`config.mk`:
```
export PLATFORM = sky130hd
export DESIGN_NAME = unpooling_2x2_flat
export DESIGN_NICKNAME = d
export VERILOG_FILES = /design/src/rtl/unpooling_2x2_if.sv /design/src/rtl/unpooling_2x2.sv /design/src/flat_wrapper.sv
export SDC_FILE = /design/constraint.sdc
export NUM_CORES = 1
export LEC_CHECK = 0
export CORE_ASPECT_RATIO = 0.7
export CORE_MARGIN = 4
export CORE_UTILIZATION = 59
export DETAILED_ROUTE_END_ITERATION = 8
export HOLD_SLACK_MARGIN = 0.05
export MAX_ROUTING_LAYER = met4
export PLACE_DENSITY = 0.82
export SLEW_MARGIN = 10
export SYNTH_ARGS = -nofsm -noshare
export SYNTH_HDL_FRONTEND = slang
export SYNTH_SLANG_ARGS = --single-unit
```
`constraint.sdc`:
```
create_clock -name iCLK -period 2.4 [get_ports iCLK]
set_input_delay 0.48 -clock iCLK [delete_from_list [all_inputs] [get_ports iCLK]]
set_output_delay 0.48 -clock iCLK [all_outputs]
set_load 0.01 [all_outputs]
```
`src/rtl/unpooling_2x2_if.sv`:
```
// Handshake bundle between the pooled-bit source, the unpooling stage and the next serial stage.
// Pure wiring, no latency.
// Input side uses iVALID/oREADY, output side uses oVALID/iREADY; neither side holds state here.
interface unpooling_2x2_if;
    logic iVALID;
    logic iDATA;
    logic oREADY;
    logic oVALID;
    logic oDATA;
    logic iREADY;
    logic oFRAME_DONE;

    // Upstream source and downstream sink as seen from the environment.
    modport master (
        output iVALID,
        output iDATA,
        output iREADY,
        input  oREADY,
        input  oVALID,
        input  oDATA,
        input  oFRAME_DONE
    );

    // The unpooling stage itself.
    modport slave (
        input  iVALID,
        input  iDATA,
        input  iREADY,
        output oREADY,
        output oVALID,
        output oDATA,
        output oFRAME_DONE
    );
endinterface

```
`src/rtl/unpooling_2x2.sv`:
```
// Binary 2x2 nearest-neighbour unpooling: buffers one pooled row, then emits it twice, each bit doubled.
// Latency: first output bit is valid the cycle after the last input bit of a row is accepted.
// Backpressure: input and output phases never overlap; iREADY=0 freezes oDATA/oVALID and all counters.
module unpooling_2x2 #(
    parameter int W_IN = 15,
    parameter int H_IN = 15,
    parameter int CB   = 5,
    parameter int RB   = 4
) (
    input  logic      iCLK,
    input  logic      iRSTn,
    input  logic      iCLR,
    unpooling_2x2_if.slave bus
);

    typedef enum logic [1:0] {
        LOAD  = 2'd0,
        EMIT0 = 2'd1,
        EMIT1 = 2'd2
    } state_t;

    // Terminal counts; wrap is by explicit compare so non-power-of-two sizes work.
    localparam logic [CB-1:0] IN_LAST  = CB'(W_IN - 1);
    localparam logic [CB-1:0] OUT_LAST = CB'(2 * W_IN - 1);
    localparam logic [RB-1:0] ROW_LAST = RB'(H_IN - 1);

    state_t          state;
    state_t          stateNext;
    logic [CB-1:0]   inCol;
    logic [CB-1:0]   outCol;
    logic [RB-1:0]   row;
    logic [W_IN-1:0] lineBuf;

    logic            inFire;
    logic            outFire;
    logic            inLast;
    logic            outLast;
    logic            lbBit;

    // Handshakes depend only on registered state plus the partner's valid/ready,
    // so there is no combinational path from iVALID to oVALID or iREADY to oREADY.
    assign inFire  = (state == LOAD) & bus.iVALID;
    assign outFire = (state != LOAD) & bus.iREADY;
    assign inLast  = (inCol == IN_LAST);
    assign outLast = (outCol == OUT_LAST);

    // State register.
    always_ff @(posedge iCLK or negedge iRSTn) begin
        if (!iRSTn) begin
            state <= LOAD;
        end else begin
            state <= stateNext;
        end
    end

    // Next-state: fill the row, play it out once per output row, then go back for the next.
    always_comb begin
        stateNext = state;
        if (iCLR) begin
            stateNext = LOAD;
        end else begin
            case (state)
                LOAD: begin
                    if (inFire && inLast) begin
                        stateNext = EMIT0;
                    end
                end
                EMIT0: begin
                    if (outFire && outLast) begin
                        stateNext = EMIT1;
                    end
                end
                EMIT1: begin
                    if (outFire && outLast) begin
                        stateNext = LOAD;
                    end
                end
                default: stateNext = LOAD;
            endcase
        end
    end

    // Input column: advances per accepted bit, wraps at the end of the pooled row.
    always_ff @(posedge iCLK or negedge iRSTn) begin
        if (!iRSTn) begin
            inCol <= '0;
        end else if (iCLR) begin
            inCol <= '0;
        end else if (inFire) begin
            inCol <= inLast ? '0 : inCol + 1'b1;
        end
    end

    // Output column: advances per accepted output bit, wraps at twice the row width.
    always_ff @(posedge iCLK or negedge iRSTn) begin
        if (!iRSTn) begin
            outCol <= '0;
        end else if (iCLR) begin
            outCol <= '0;
        end else if (outFire) begin
            outCol <= outLast ? '0 : outCol + 1'b1;
        end
    end

    // Row counter: steps when the second copy of a row finishes, wraps at frame end.
    always_ff @(posedge iCLK or negedge iRSTn) begin
        if (!iRSTn) begin
            row <= '0;
        end else if (iCLR) begin
            row <= '0;
        end else if ((state == EMIT1) && outFire && outLast) begin
            row <= (row == ROW_LAST) ? '0 : row + 1'b1;
        end
    end

    // Line buffer write: every entry is rewritten during LOAD before it is read,
    // so it is only zeroed on reset/clear, not between rows.
    always_ff @(posedge iCLK or negedge iRSTn) begin
        if (!iRSTn) begin
            lineBuf <= '0;
        end else if (iCLR) begin
            lineBuf <= '0;
        end else if (inFire) begin
            for (int i = 0; i < W_IN; i++) begin
                if (int'(inCol) == i) begin
                    lineBuf[i] <= bus.iDATA;
                end
            end
        end
    end

    // Line buffer read: each stored bit covers two output columns.
    always_comb begin
        lbBit = 1'b0;
        for (int i = 0; i < W_IN; i++) begin
            if (int'(outCol >> 1) == i) begin
                lbBit = lineBuf[i];
            end
        end
    end

    assign bus.oREADY      = (state == LOAD);
    assign bus.oVALID      = (state != LOAD);
    assign bus.oDATA       = (state != LOAD) & lbBit;
    assign bus.oFRAME_DONE = (state == EMIT1) & outLast & (row == ROW_LAST);

endmodule

```
`src/flat_wrapper.sv`:
```
// flat-port wrapper written by rule: the top's interface ports become plain ports
module unpooling_2x2_flat 
#(
    parameter int W_IN = 15,
    parameter int H_IN = 15,
    parameter int CB   = 5,
    parameter int RB   = 4
)
  (iCLK, iRSTn, iCLR, bus_iVALID, bus_iDATA, bus_iREADY, bus_oREADY, bus_oVALID, bus_oDATA, bus_oFRAME_DONE);
  unpooling_2x2_if bus_i ();
  input  logic iCLK;
  input  logic iRSTn;
  input  logic iCLR;
  input wire logic [$bits(bus_i.iVALID)-1:0] bus_iVALID;
  input wire logic [$bits(bus_i.iDATA)-1:0] bus_iDATA;
  input wire logic [$bits(bus_i.iREADY)-1:0] bus_iREADY;
  output wire logic [$bits(bus_i.oREADY)-1:0] bus_oREADY;
  output wire logic [$bits(bus_i.oVALID)-1:0] bus_oVALID;
  output wire logic [$bits(bus_i.oDATA)-1:0] bus_oDATA;
  output wire logic [$bits(bus_i.oFRAME_DONE)-1:0] bus_oFRAME_DONE;
  assign bus_i.iVALID = bus_iVALID;
  assign bus_i.iDATA = bus_iDATA;
  assign bus_i.iREADY = bus_iREADY;
  assign bus_oREADY = bus_i.oREADY;
  assign bus_oVALID = bus_i.oVALID;
  assign bus_oDATA = bus_i.oDATA;
  assign bus_oFRAME_DONE = bus_i.oFRAME_DONE;
  unpooling_2x2 #(.W_IN(W_IN), .H_IN(H_IN), .CB(CB), .RB(RB)) u_core (.iCLK(iCLK), .iRSTn(iRSTn), .iCLR(iCLR), .bus(bus_i));
endmodule
```
==> run_summary.xml <==
<?xml version="1.0" encoding="UTF-8"?>
<metrics>
  <group name="status">
    <metric name="outcome" unit="">finished, final reports clean</metric>
  </group>
  <group name="drt">
    <metric name="routed_wire_length" unit="µm">3970</metric>
    <metric name="drt-pass1-iter-count" unit="">4</metric>
    <metric name="detail-route-antenna-nets" unit="">0</metric>
    <metric name="routed-wl-met3" unit="µm">232</metric>
    <metric name="routed_via_density" unit="">6.09</metric>
    <metric name="avgRoutedWirePerCell" unit="µm">16.1</metric>
    <metric name="route.top_layer_used" unit="">met4</metric>
    <metric name="wl_met2" unit="µm">1770</metric>
    <metric name="wl_met1" unit="µm">1910</metric>
    <metric name="remaining_drc_errors" unit="">0</metric>
    <metric name="drt-initial-drc-count" unit="">126</metric>
    <metric name="vias" unit="">1505</metric>
  </group>
  <group name="clock_tree">
    <metric name="ctsLongestPathBuffers" unit="">2</metric>
    <metric name="tritoncts" unit="">built</metric>
    <metric name="cts_buffers" unit="">5</metric>
    <metric name="number_of_buffers_inserted_for_hold_repair_after_clock_tree_synthesis" unit="">0</metric>
    <metric name="clkLatencyLatePin" unit="ns">0.28</metric>
    <metric name="cts.sink_count" unit="">31</metric>
    <metric name="clock_transition_at_the_register_clock_pins_on_the_worst_setup_and_hold_paths_after_cts" unit="ns">0.06</metric>
    <metric name="ctsHtreeMaxLevel" unit="">2</metric>
    <metric name="cts_root_buf" unit="">sky130_fd_sc_hd__clkbuf_8</metric>
  </group>
  <group name="worst_hold_path">
    <metric name="worstHoldPathType" unit="">reg2reg</metric>
  </group>
  <group name="critical_path">
    <metric name="critPathRequiredTime" unit="ns">1.92</metric>
    <metric name="startpoint" unit="">u_core.outCol[1]$_DFFE_PN0P_</metric>
    <metric name="r2r-end" unit="">u_core.row[2]$_DFFE_PN0P_</metric>
    <metric name="rrSetupSlack" unit="ns">0.46</metric>
    <metric name="worst_setup_path_end_kind" unit="">primary output</metric>
    <metric name="worst_setup_path_start_kind" unit="">register</metric>
    <metric name="ff2ff_path_depth" unit="">8</metric>
    <metric name="worstSetupPathType" unit="">reg2out</metric>
    <metric name="rr_startpoint" unit="">u_core.outCol[1]$_DFFE_PN0P_</metric>
    <metric name="setup.worst_path.end" unit="">bus_oDATA</metric>
    <metric name="worstPathArrival" unit="ns">1.77</metric>
    <metric name="crit_fanout" unit="">9</metric>
  </group>
  <group name="die">
    <metric name="die_area" unit="mm²">0.00419</metric>
    <metric name="num_rows" unit="">16</metric>
    <metric name="fp.coreArea" unit="mm²">0.00292</metric>
    <metric name="floorplan.initialDensity" unit="">0.648</metric>
    <metric name="dieWidth" unit="µm">75.7</metric>
    <metric name="die_height" unit="µm">55.4</metric>
    <metric name="io_pins" unit="">10</metric>
  </group>
  <group name="final_layout">
    <metric name="mostFrequentLayoutCells" unit="">31 x sky130_fd_sc_hd__dfrtp_1, 25 x sky130_fd_sc_hd__nor2_1, 17 x sky130_fd_sc_hd__nand2_1</metric>
    <metric name="share_of_layout_cells_above_drive_strength_1" unit="">0.104</metric>
    <metric name="utilization" unit="">0.720</metric>
    <metric name="layout.cells.most_common" unit="">sky130_fd_sc_hd__dfrtp_1</metric>
    <metric name="net_count_final" unit="">224</metric>
    <metric name="num-fill-cells" unit="">223</metric>
    <metric name="antenna_cells_inserted" unit="">0</metric>
    <metric name="area.growth.synth_to_final" unit="%">11.1</metric>
  </group>
  <group name="power_and_ir_drop">
    <metric name="design_power_total" unit="µW">1040</metric>
    <metric name="vdd_ir_drop_max" unit="mV">0.367</metric>
    <metric name="leakagePower" unit="µW">0.00100</metric>
    <metric name="power_density_relative_to_cell_area" unit="mW/mm²">492</metric>
  </group>
  <group name="sta">
    <metric name="timing_max_transition_violations_final" unit="">0</metric>
    <metric name="finalSetupViolCount" unit="">0</metric>
    <metric name="max_clk_rate" unit="MHz">444</metric>
    <metric name="timing.setup.tns" unit="ns">0</metric>
    <metric name="timing_worst_slew_pin_value" unit="ns">0.539</metric>
    <metric name="timing.hold.ws" unit="ns">0.547</metric>
    <metric name="unrepaired_setup_endpoints_after_global_routing" unit="">false</metric>
    <metric name="report.final.hold_viol_count" unit="">0</metric>
    <metric name="clock-skew-final" unit="ns">0.00580</metric>
    <metric name="layout_min_cycle_time" unit="ns">2.25</metric>
    <metric name="min_period_over_period" unit="">0.938</metric>
    <metric name="timing.max_slew.rel_slack" unit="">0.639</metric>
  </group>
  <group name="place">
    <metric name="port_buf_inserts" unit="">9</metric>
    <metric name="gpl.final_weighted_congestion" unit="">0.872</metric>
    <metric name="detailed_place_hpwl" unit="µm">2850</metric>
  </group>
  <group name="run">
    <metric name="max-cap-violations" unit="">0</metric>
  </group>
  <group name="synthesis">
    <metric name="number_of_synthesized_flops_with_an_enable_pin" unit="">0</metric>
    <metric name="yosysWarnings" unit="">0</metric>
    <metric name="postSynthCellCount" unit="">198</metric>
    <metric name="syn-cell-area" unit="mm²">0.00189</metric>
    <metric name="synth_cell_type_count" unit="">45</metric>
    <metric name="synth_nets" unit="">212</metric>
    <metric name="postSynthAreaPerCell" unit="µm²">9.56</metric>
    <metric name="synth-seq-area-share" unit="">0.410</metric>
    <metric name="synthFlopType" unit="">sky130_fd_sc_hd__dfrtp_1</metric>
    <metric name="ys_ff_latch" unit="">31</metric>
    <metric name="asyncSetResetFlopFracSynth" unit="">1.00</metric>
  </group>
  <group name="global_route">
    <metric name="first_global_vias" unit="">1508</metric>
    <metric name="grt.overflow.total" unit="">0</metric>
    <metric name="grt.total_usage" unit="">0.217</metric>
    <metric name="antenna_found_initial" unit="">0</metric>
    <metric name="largest_net_degree_at_the_start_of_global_routing" unit="">32</metric>
    <metric name="grt_pass1_wl" unit="µm">6880</metric>
  </group>
</metrics>
## where the power goes
part	internal (µW)	switching (µW)	leakage, µW	total [µW]
Sequential	530	7.83	0.000430	538
Clock	198	193	0.0000477	391
Combinational	43.0	63.4	0.000523	106
Total	771	264	0.00100	1040
## cells in the mapped netlist (2+ instances only)
| cell | number | share of area |
|---|---|---|
| sky130_fd_sc_hd__nor3_1 | 2 | 0.0053 |
| sky130_fd_sc_hd__ha_1 | 8 | 0.053 |
| sky130_fd_sc_hd__and4_1 | 2 | 0.0093 |
| sky130_fd_sc_hd__o21ai_0 | 8 | 0.021 |
| sky130_fd_sc_hd__nor2_1 | 25 | 0.050 |
| sky130_fd_sc_hd__inv_1 | 6 | 0.012 |
| sky130_fd_sc_hd__nand3b_1 | 7 | 0.028 |
| sky130_fd_sc_hd__nor3b_1 | 2 | 0.0079 |
| sky130_fd_sc_hd__nand2_1 | 17 | 0.034 |
| sky130_fd_sc_hd__a22oi_1 | 2 | 0.0079 |
| sky130_fd_sc_hd__clkbuf_1 | 6 | 0.012 |
| sky130_fd_sc_hd__nand4_1 | 4 | 0.013 |
| sky130_fd_sc_hd__nand2b_1 | 3 | 0.0099 |
| sky130_fd_sc_hd__mux2i_1 | 16 | 0.085 |
| sky130_fd_sc_hd__dfrtp_1 | 31 | 0.41 |
| sky130_fd_sc_hd__o211ai_1 | 2 | 0.0079 |
| sky130_fd_sc_hd__buf_6 | 2 | 0.012 |
| sky130_fd_sc_hd__nand3_1 | 13 | 0.034 |
| sky130_fd_sc_hd__buf_2 | 2 | 0.0053 |
| sky130_fd_sc_hd__a211oi_1 | 2 | 0.0079 |
| sky130_fd_sc_hd__nor2b_1 | 9 | 0.030 |
| sky130_fd_sc_hd__a21oi_1 | 6 | 0.016 |
## how the worst min path moves through the flow
stage	startpoint	to	slack (ns)	cells past startpoint
global placement	u_core.lineBuf[0]$_DFFE_PN0P_	u_core.lineBuf[0]$_DFFE_PN0P_	0.50	2
CTS	u_core.lineBuf[9]$_DFFE_PN0P_	u_core.lineBuf[9]$_DFFE_PN0P_	0.54	2
finish	u_core.lineBuf[9]$_DFFE_PN0P_	u_core.lineBuf[9]$_DFFE_PN0P_	0.55	2
detailed placement	u_core.lineBuf[9]$_DFFE_PN0P_	u_core.lineBuf[9]$_DFFE_PN0P_	0.53	2
floorplan	iRSTn	u_core.inCol[0]$_DFFE_PN0P_	0.18	0
global route	u_core.lineBuf[14]$_DFFE_PN0P_	u_core.lineBuf[14]$_DFFE_PN0P_	0.57	2
## what timing repair did
item | 4_1_cts | 5_1_grt
gates resized for setup | 4 | 1
setup buffers | 0 | 1
pin swaps | 1 | 1
setup endpoints to repair | 2 | 1
## cell families (layout without fill, tap and decap cells)
family                     count (synthesis)  in the layout  share of synthesized area
and+or+nand+nor                           95             95                      0.275
DFF                                       31             31                      0.410
AOI/OAI and AO/OA                         27             27                     0.0998
muxes                                     18             18                      0.110
buffers and inverters                     17             30                     0.0430
adders and majority gates                  8              8                     0.0529
xor gates and xnor gates                   2              2                    0.00925
## layer usage
metal / global-route usage / up-vias
met5: - / -
met4: 0.0623 / 0
met3: 0.0634 / 8
met2: 0.305 / 52
met1: 0.302 / 722
li1: - / 723
## through the flow
stage	area (µm²)	setup WS, ns	instances
floorplan	1890	0.552	198
global placement	2010	0.0770	238
detailed placement	2010	0.0474	238
CTS	2100	0.0376	246
global route	2100	0.0297	247
finish	2100	0.149	247
## worst max-delay path: stages, from the launching register on
cell and delay, ns:
sky130_fd_sc_hd__dfrtp_1 0.40, sky130_fd_sc_hd__buf_6 0.15, sky130_fd_sc_hd__mux4_1 0.55, sky130_fd_sc_hd__o211ai_1 0.19
sky130_fd_sc_hd__a21oi_1 0.08, sky130_fd_sc_hd__clkbuf_2 0.14
## flip-flops by register name (all words and copies together) (netlist names)
signal / cells
u_core.inCol: 5
u_core.lineBuf: 15
u_core.outCol: 5
u_core.row: 4
u_core.state: 2
## area by class of cell
cell class | count | area, µm² | share of cell area
well taps | 36 | 45.0 | 0.0214
multi-input cells | 150 | 1040 | 0.493
flip-flops and latches | 31 | 776 | 0.369
clock buffers | 5 | 68.8 | 0.0327
repair buffers | 16 | 140 | 0.0666
inverters | 6 | 22.5 | 0.0107
clock inverters | 3 | 15.0 | 0.00714
Power figures use the tool's default switching activity.
